`src/rtl/pipe_mux.sv`:
```
// N-way channel multiplexer with an optional select register, a configurable
// output pipeline, a valid chain aligned with the data and a sticky out-of-range flag.
module pipe_mux #(
    parameter int  WIDTH    = 18,
    parameter int  INPUTS   = 4,
    parameter int  PIPE     = 1,
    parameter int  SELREG   = 1,
    parameter int  OOR_MODE = 0,
    localparam int SELW     = ($clog2(INPUTS) > 1) ? $clog2(INPUTS) : 1
) (
    input  logic                    CLK,
    input  logic                    RST,
    input  logic                    CE,
    input  logic [WIDTH*INPUTS-1:0] in_bus,
    input  logic [SELW-1:0]         sel,
    input  logic                    in_valid,
    input  logic                    err_clr,
    output logic [WIDTH-1:0]        dout,
    output logic                    dout_valid,
    output logic                    sel_err
);

    localparam logic [SELW:0] LIMIT = (SELW + 1)'(INPUTS);

    // Handshake: valid only, no back-pressure. in_valid qualifies in_bus/sel of the
    // same cycle; dout_valid=1 marks the dout produced by that input cycle.
    logic [SELW-1:0]  sel_eff;
    logic             valid_s;
    logic             sel_oor;
    logic [WIDTH-1:0] mux_y;
    logic [WIDTH-1:0] last_good;

    generate
        if (SELREG != 0) begin : g_selreg
            logic [SELW-1:0] sel_q;
            logic            valid_q;

            always_ff @(posedge CLK or posedge RST) begin
                if (RST) begin
                    sel_q   <= '0;
                    valid_q <= 1'b0;
                end else if (CE) begin
                    sel_q   <= sel;
                    valid_q <= in_valid;
                end
            end

            assign sel_eff = sel_q;
            assign valid_s = valid_q;
        end else begin : g_selcomb
            assign sel_eff = sel;
            assign valid_s = in_valid;
        end
    endgenerate

    assign sel_oor = ({1'b0, sel_eff} >= LIMIT);

    always_comb begin
        mux_y = '0;
        if (sel_oor) begin
            if (OOR_MODE != 0) begin
                mux_y = last_good;
            end
        end else begin
            mux_y = in_bus[int'(sel_eff) * WIDTH +: WIDTH];
        end
    end

    // Tracks the latest in-range result regardless of in_valid.
    always_ff @(posedge CLK or posedge RST) begin
        if (RST) begin
            last_good <= '0;
        end else if (CE && !sel_oor) begin
            last_good <= mux_y;
        end
    end

    always_ff @(posedge CLK or posedge RST) begin
        if (RST) begin
            sel_err <= 1'b0;
        end else if (CE) begin
            if (valid_s && sel_oor) begin
                sel_err <= 1'b1;
            end else if (err_clr) begin
                sel_err <= 1'b0;
            end
        end
    end

    generate
        if (PIPE == 0) begin : g_nopipe
            assign dout       = mux_y;
            assign dout_valid = valid_s;
        end else begin : g_pipe
            logic [WIDTH-1:0] data_q [PIPE];
            logic [PIPE-1:0]  vld_q;

            always_ff @(posedge CLK or posedge RST) begin
                if (RST) begin
                    for (int i = 0; i < PIPE; i++) begin
                        data_q[i] <= '0;
                    end
                    vld_q <= '0;
                end else if (CE) begin
                    data_q[0] <= mux_y;
                    vld_q[0]  <= valid_s;
                    for (int i = 1; i < PIPE; i++) begin
                        data_q[i] <= data_q[i-1];
                        vld_q[i]  <= vld_q[i-1];
                    end
                end
            end

            assign dout       = data_q[PIPE-1];
            assign dout_valid = vld_q[PIPE-1];
        end
    endgenerate

endmodule

```
`config.mk`:
```
export PLATFORM = sky130hd
export DESIGN_NAME = pipe_mux
export DESIGN_NICKNAME = d
export VERILOG_FILES = /design/src/rtl/pipe_mux.sv
export SDC_FILE = /design/constraint.sdc
export NUM_CORES = 1
export LEC_CHECK = 0
export CELL_PAD_IN_SITES_DETAIL_PLACEMENT = 2
export CELL_PAD_IN_SITES_GLOBAL_PLACEMENT = 2
export CORE_ASPECT_RATIO = 0.9
export CORE_UTILIZATION = 21
export CTS_CLUSTER_SIZE = 14
export DETAILED_ROUTE_END_ITERATION = 10
export GPL_TIMING_DRIVEN = 0
export PLACE_DENSITY_LB_ADDON = 0.1
export SLEW_MARGIN = 20
export SYNTH_ARGS = -nofsm -noshare
export SYNTH_HDL_FRONTEND = slang
export SYNTH_SLANG_ARGS = --single-unit
```
`constraint.sdc`:
```
create_clock -name CLK -period 2.9 [get_ports CLK]
set_clock_uncertainty 0.05 [all_clocks]
set_input_delay 0.435 -clock CLK [delete_from_list [all_inputs] [get_ports CLK]]
set_output_delay 0.435 -clock CLK [all_outputs]
set_load 0.005 [all_outputs]
```
==> impl_metrics.py <==
metrics = {
    "status": {
        "status": "completed",
    },
    "synthesis": {
        "postSynthAreaPerCell_um2": 12.6,
        "ys_seq_elements": 22,
        "yosysTopAreaCellShare_pct": 38.9,
        "synth.area.top_cells": "dfrtp_1 (39%), mux2i_1 (25%), o221ai_2 (11%)",
        "syn-num-nets": 191,
        "synth_area_um2": 1420,
        "synthCells": 112,
        "yosys.area.top_type": "dfrtp_1",
        "yosysWarnings": 0,
        "ys_types": 16,
        "yosysSeqAreaShare_pct": 38.9,
    },
    "floorplanning": {
        "initial_utilization_pct": 22.4,
        "placementRows": 27,
        "io-pin-count": 99,
        "fp.dieW_um": 88.5,
        "core_region_area_um2": 6320,
        "dieArea_um2": 7070,
        "die_h_um": 79.9,
    },
    "clock_network": {
        "postCtsSetupRepairBufs": 0,
        "clk_latency_ns": 0.26,
        "cts.clk_slew.worst_paths_ns": 0.09,
        "clkSinkCount": 22,
        "htreeDepth": 1,
        "cts_buffers": 3,
        "cts_buffer_depth": 2,
        "cts_hold_buf": 0,
        "cts_tree": "built",
        "ctsResizeCount": 0,
        "cts-root-buf": "clkbuf_8",
    },
    "place": {
        "globalplace.congestion": 0.661,
        "portBuffers": 96,
        "dp_hpwl_um": 4080,
    },
    "timing": {
        "setup_violations": 0,
        "fin_crit_sh_pct": 56.6,
        "period_minus_slack_ns": 1.64,
        "max_freq_mhz": 609,
        "final.setup.tns_ns": 0,
        "slew_violations": 0,
        "rsz0062_at_grt": "false",
        "relSlewSlack_pct": 37.5,
        "hold_viol_final": 0,
        "worstMarginPinSlew_ns": 0.936,
    },
    "power_and_ir_drop": {
        "peakVddDrop_uv": 173,
        "powerDensity_nw_per_um2": 402,
        "p_leak_uw": 0.00105,
    },
    "critical_path": {
        "cp_max_fo": 2,
        "required_ns": 2.41,
        "startpoint_type": "flip-flop",
        "path_class": "reg -> out",
        "cp_num_buf_inv": 1,
        "slowest_delay_ns": 0.53,
        "crit_path_end_kind": "output port",
        "crit_path_cell_trace": "clkdlybuf4s50_1",
        "crit_family": "buffers and inverters",
        "cp_slowest_cell": "clkdlybuf4s50_1",
        "arrival_ns": 1.16,
        "reg2reg_setup_slack_ns": 1.57,
    },
    "detailed_routing": {
        "post-route-drc-count": 0,
        "vias": 1326,
        "wirelength_um": 5170,
        "wl_per_cell_um": 17.3,
        "drt_iter0_drc": 34,
        "detail-route-antenna-nets": 0,
        "firstDrtPassIters": 4,
        "vias_per_cell": 4.43,
    },
    "grt": {
        "grtUsageTotal_pct": 15.0,
        "grt_pass1_vias": 1556,
        "grt_remaining_overflow": 0,
        "grt_max_degree": 23,
        "grt_pass1_wl_um": 7890,
        "antenna_found_initial": 0,
    },
    "layout": {
        "fin_nets": 292,
        "drive_above_1_share_pct": 13.2,
        "syn_to_final_growth_pct": 79.5,
        "n_antenna_cell": 0,
        "final_util_pct": 40.2,
    },
    "run": {
        "maxCapViolations": 0,
    },
    "worst_hold_path": {
        "hold_path.class": "reg -> reg",
    },
}
==> synthesized netlist by cell type <==
cell / instances
buf_12: 2
conb_1: 1
mux2i_1: 36
clkbuf_1: 1
buf_6: 2
buf_4: 2
mux2_2: 4
inv_1: 1
nand2b_1: 19
nand2_2: 1
clkbuf_2: 1
buf_2: 1
dfrtp_1: 22
o221ai_1: 8
buf_8: 1
o221ai_2: 10
==> stage by stage <==
stage	setup WS, ns	area [um2]	total power, uW	instances	hold slack (ns)
floorplan	1.76	1420	563	112	0.374
CTS	1.23	2540	1050	299	0.467
global route	1.15	2540	1080	299	0.487
detailed placement	0.963	2480	808	295	0.441
global placement	0.991	2480	795	295	0.428
finish	1.26	2540	1020	299	0.454
==> routing by layer <==
metal	global-route usage, %	wire (um)	part of all wire [%]	up-vias
li1	-	-	-	621
met1	18.7	2230	43	650
met2	26.6	2600	50	53
met3	3.83	321	6.2	2
met4	1.45	11	0.21	0
met5	0	0	0	-
==> final timing paths <==
path	start	to	cells after the start
worst max-delay path	dout[7]$_DFFE_PP0P_	dout[7]	1
worst min-delay path	dout[9]$_DFFE_PP0P_	dout[9]$_DFFE_PP0P_	2
worst max register to register	g_selreg.sel_q[0]$_DFFE_PP0P_	dout[8]$_DFFE_PP0P_	4
worst min register to register	dout[9]$_DFFE_PP0P_	dout[9]$_DFFE_PP0P_	2
max in group asynchronous	RST	dout[14]$_DFFE_PP0P_	2
min in group asynchronous	RST	dout_valid$_DFFE_PP0P_	2
==> sequential cells by signal (all words and copies together), names as in the netlist <==
register,count
dout,18
g_selreg.sel_q,2
dout_valid,1
g_selreg.valid_q,1
==> cells by family (layout without fill, tap and decap cells) <==
| kind of cell | count (synthesis) | after routing | synth area share, % |
|---|---|---|---|
| muxes | 40 | 40 | 28.6 |
| DFF | 22 | 22 | 38.9 |
| and+or+nand+nor | 20 | 20 | 8.84 |
| AOI/OAI and AO/OA | 18 | 18 | 15.6 |
| buffers and inverters | 11 | 111 | 7.78 |
| other | 1 | 1 | 0.265 |
==> final cells by class <==
class	instances	area, um2
Fill cell	666	3780
Timing Repair Buffer	96	961
Multi-Input combinational cell	79	754
Sequential cell	22	551
Tap cell	87	109
Buffer	10	106
Clock buffer	4	55.1
Inverter	1	3.75
==> cells in the final DEF (no fill, tap or decap) <==
cell and count:
o221ai_1 8, dfrtp_1 22, buf_8 1, mux2i_1 36
clkdlybuf4s50_1 96, buf_12 2, clkbuf_1 1, mux2_2 4
clkbuf_2 1, buf_2 1, inv_1 1, nand2_2 1
buf_4 2, nand2b_1 19, o221ai_2 10, conb_1 1
buf_6 2, clkbuf_8 4
==> power by group <==
| group | leakage (uW) | switching, uW | internal, uW |
|---|---|---|---|
| clock | 0.0000288 | 107 | 121 |
| sequential | 0.000267 | 27.3 | 355 |
| combinational | 0.000749 | 146 | 265 |
| total | 0.00105 | 281 | 741 |
(Power assumes the default switching activity.)
==> variant 1: new RTL, same flow settings <==
Reset style: synchronous (`RST`), changed in 4 clocked blocks.
--- a/src/rtl/pipe_mux.sv
+++ b/src/rtl/pipe_mux.sv
@@ -36,5 +36,5 @@
             logic            valid_q;
 
-            always_ff @(posedge CLK or posedge RST) begin
+            always_ff @(posedge CLK) begin
                 if (RST) begin
                     sel_q   <= '0;
@@ -68,5 +68,5 @@
 
     // Tracks the latest in-range result regardless of in_valid.
-    always_ff @(posedge CLK or posedge RST) begin
+    always_ff @(posedge CLK) begin
         if (RST) begin
             last_good <= '0;
@@ -76,5 +76,5 @@
     end
 
-    always_ff @(posedge CLK or posedge RST) begin
+    always_ff @(posedge CLK) begin
         if (RST) begin
             sel_err <= 1'b0;
@@ -96,5 +96,5 @@
             logic [PIPE-1:0]  vld_q;
 
-            always_ff @(posedge CLK or posedge RST) begin
+            always_ff @(posedge CLK) begin
                 if (RST) begin
                     for (int i = 0; i < PIPE; i++) begin
Function: differs if RST is asserted again (counterexample within 4 cycles, from zero or initial values and one cycle with RST high); with RST held inactive, the same outputs for 10 cycles.
==> variant 1 against the unedited design <==
Final cell count down 11%. Critical path depth up 3. Worst setup slack worse by 260 ps. Combinational power down 39%. Routed wire length down 15%. Synthesized area down 7.3%. Worst hold slack worse by 41 ps. Fmax down 14%. Sequential cell count unchanged. Power down 19%. Cell area down 5.7%. Synthesized cell count down 13%. Global-route usage down 1.4 points. Sequential share of layout area up 4.2 points. Critical path type is now in -> reg. Critical endpoint is now g_pipe.data_q[0][10].
==> variant 1: results <==
[grt]
grt_max_degree = 19
antenna_found_initial = 0
grt_pass1_wl_um = 6870
grt_util_all_layers = 0.136
grt_pass1_vias = 1319

[finish]
nNetsFinal = 276
antennaDiodeCount = 0
fill_cells = 614
reg_top3 = g_pipe.data_q: 18 flops, g_selreg.sel_q: 2 flops
drive_above_1_share = 0.117

[cts]
cts_inserted_buffers = 3
path_clk_slew_ps = 90
root_buffer = clkbuf_8
cts_buffer_depth = 2
ctsResizeCount = 0
htreeDepth = 1
cts_setup_buffers = 0
clock_latency_ps = 260

[yosys]
synth_edf_count = 18
yosysWarnings = 0
synthMostInstantiatedCell = mux2i_1
syn_nets = 176
synth_cell_types = 14
synth-async-reset-ratio = 0
synthTopCellsByCount = mux2i_1 (40), edfxtp_1 (18), o22ai_2 (10)
synth_ff_type = edfxtp_1
netlist_top_cells_area = edfxtp_1 (41%), mux2i_1 (31%), o22ai_2 (9.5%)
synth-seq-area-share = 0.473

[routing]
vias_per_cell = 4.51
wire_per_inst_um = 16.5
drt_iter0_markers = 13
drtPass1Iterations = 2

[critical_path]
startpoint = RST
r2r-start = g_selreg.sel_q[0]
r2r_setup_slack_ps = 1360
critical_path.endpoint = g_pipe.data_q[0][10]
r2r-end = g_pipe.data_q[0][9]
cp_max_fo = 10
reg2reg_depth = 4
arrival_ps = 1970

[status]
outcome = complete, no violations

[placed_design]
place_area_mm2 = 0.00235
dp_hpwl_um = 3550
io_buffer_count = 95
globalplace.congestion = 0.641

[power]
leakagePower_nw = 0.862
irDropWorstVdd_mv = 0.146

[worst_hold_path]
hold_path_class = in -> reg
-- variant 1: worst max-delay path: stages --
cell             delay (ps)
clkdlybuf4s50_1         510
nand3b_1                480
buf_4                   350
o22ai_2                 180
-- variant 1: cell families (layout without fill, tap and decap cells) --
logic type,count (synthesis),count (layout),synth area share
AO/OA/AOI/OAI,18,18,0.133
buffers and inverters,9,108,0.0572
flip-flops,22,22,0.473
multiplexers,40,40,0.305
other,1,1,0.00286
AND/OR/NAND/NOR,7,7,0.0286
-- variant 1: worst min-delay path by stage --
stage / start / endpoint / slack [ps] / cells past startpoint
global placement: g_selreg.valid_q / g_selreg.valid_q / 420 / 2
detailed placement: g_selreg.valid_q / g_selreg.valid_q / 470 / 2
global route: CE / g_selreg.valid_q / 420 / 3
floorplan: g_selreg.valid_q / g_selreg.valid_q / 410 / 2
CTS: CE / g_selreg.sel_q[1] / 410 / 3
finish: CE / g_selreg.sel_q[0] / 410 / 3
-- variant 1: per-stage QoR --
| stage | std cells | hold slack (ps) | worst slack (ps) | power (mW) | utilization |
|---|---|---|---|---|---|
| 2_1_floorplan | 97 | 410 | 1460 | 0.470 | - |
| 3_3_place_gp | 262 | 425 | 707 | 0.632 | 0.401 |
| 3_5_place_dp | 262 | 470 | 696 | 0.639 | 0.401 |
| 4_1_cts | 266 | 410 | 981 | 0.843 | 0.409 |
| 5_1_grt | 266 | 424 | 854 | 0.869 | 0.409 |
| 6_report | 266 | 412 | 1000 | 0.829 | 0.409 |
-- variant 1: metal layers --
metal	vias to the layer above	global-route usage	wire length, um
met5	-	0	0
met4	0	0.0200	20
met3	4	0.0409	290
met2	45	0.257	2320
met1	572	0.151	1750
li1	579	-	-
-- variant 1: power breakdown --
part,internal [mW],switching (mW)
combinational,0.170,0.0820
clock,0.0981,0.104
sequential,0.368,0.00657
total,0.636,0.193
-- variant 1: cell type report --
type,count,area [um2],area share
Multi-Input combinational cell,66,617,0.257
Sequential cell,22,621,0.259
Buffer,9,75.1,0.0313
Clock buffer,4,45.0,0.0188
Tap cell,70,87.6,0.0366
Timing Repair Buffer,95,951,0.397
==> variant 2: new RTL, same flow settings <==
Without the edit above. Set the parameter `WIDTH` to 9 (it was 18).
--- a/src/rtl/pipe_mux.sv
+++ b/src/rtl/pipe_mux.sv
@@ -2,5 +2,5 @@
 // output pipeline, a valid chain aligned with the data and a sticky out-of-range flag.
 module pipe_mux #(
-    parameter int  WIDTH    = 18,
+    parameter int  WIDTH    = 9,
     parameter int  INPUTS   = 4,
     parameter int  PIPE     = 1,
Interface: changed (resized dout and in_bus); port bits go from 99 to 54. The function was not compared with the original's and may differ.
==> variant 2 against the unedited design <==
Worst hold slack improved by 3.4 ps. First-iteration DRC count decreased by 74%. Sequential power shrank 41%. Routed wire length decreased by 53%. Final cell count is 46% lower. Worst setup slack improved by 38 ps. Sequential cell count fell by 9. Die area decreased by 46%. Synthesized area down 47%. Clock power down 29%. Synthesized cell count is 45% lower. Power is 43% lower. Fmax grew 2.4%. Cell area shrank 46%. Critical path type unchanged. Critical endpoint is now dout[6]. Largest cell class unchanged. Highest routed layer unchanged.
==> variant 2: results <==
[yosys]
syn_nets = 105
synthTopCellsByCount = mux2i_1 (18), dfrtp_1 (13), nand2b_1 (10)
netlist_top_cells_area = dfrtp_1 (43%), mux2i_1 (24%), o221ai_1 (10%)
syn_avg_cell_area_um2 = 12.1
synth_cell_types = 13
synth-async-reset-ratio = 1.00
synth-seq-area-share = 0.432

[critical_path]
slowest_delay_ps = 520
arrival_ps = 1120
reg2reg_depth = 3

[status]
outcome = complete, no violations

[routing]
vias_per_cell = 4.50
drtPass1Iterations = 3
wl_um = 2420
via_count = 724

[grt]
grt_pass1_wl_um = 3910
grt_max_degree = 14
grt_util_all_layers = 0.139
grt_pass1_vias = 835

[placed_design]
dp_hpwl_um = 1890
io_buffer_count = 51
dpl.cell_count = 157
globalplace.congestion = 0.622

[sta]
slew-limit-headroom = 0.666

[cts]
path_clk_slew_ps = 50
clock_latency_ps = 240

[power]
irDropWorstVdd_mv = 0.188
leakagePower_nw = 0.574

[finish]
nNetsFinal = 161
fill_cells = 381
drive_above_1_share = 0.103
largest_reg_flops = 9
variant 2: kinds of logic after synthesis:
kind of cell,synth area share
multiplexers,0.299
flip-flops,0.432
AND/OR/NAND/NOR,0.0914
AO/OA/AOI/OAI,0.105
buffers and inverters,0.0681
other,0.00498
variant 2: final timing paths:
kind	end	from	slack [ps]
setup / recovery	dout[6]	dout[6]	1300
hold / removal	dout[8]	dout[8]	460
setup reg to reg	dout[6]	g_selreg.sel_q[1]	1630
hold reg to reg	dout[8]	dout[8]	460
max in group asynchronous	dout[4]	RST	2000
min in group asynchronous	dout[8]	RST	470
variant 2: where the power goes:
group / total (mW) / internal, mW / switching (mW)
Sequential: 0.224 / 0.209 / 0.0152
Combinational: 0.201 / 0.134 / 0.0667
Clock: 0.161 / 0.0971 / 0.0641
variant 2: layout make-up:
type                            instances  share of cell area
Buffer                                  5              0.0349
Clock buffer                            4              0.0330
Inverter                                1             0.00275
Multi-Input combinational cell         43               0.276
Sequential cell                        13               0.239
Tap cell                               44              0.0404
Timing Repair Buffer                   51               0.374
variant 2: layer usage:
metal / global-route usage / part of all wire / vias to the layer above
met5: 0 / 0 / -
met4: 0.0186 / 0.0050 / 0
met3: 0.0446 / 0.069 / 2
met2: 0.275 / 0.54 / 25
met1: 0.145 / 0.39 / 356
li1: - / - / 341
variant 2: per-stage QoR:
stage	setup slack, ps	util	power (mW)
after detailed placement	1010	0.388	0.433
after global placement	1010	0.388	0.428
final	1300	0.401	0.586
after CTS	1260	0.401	0.600
after floorplan	1800	-	0.307
after global routing	1190	0.401	0.622
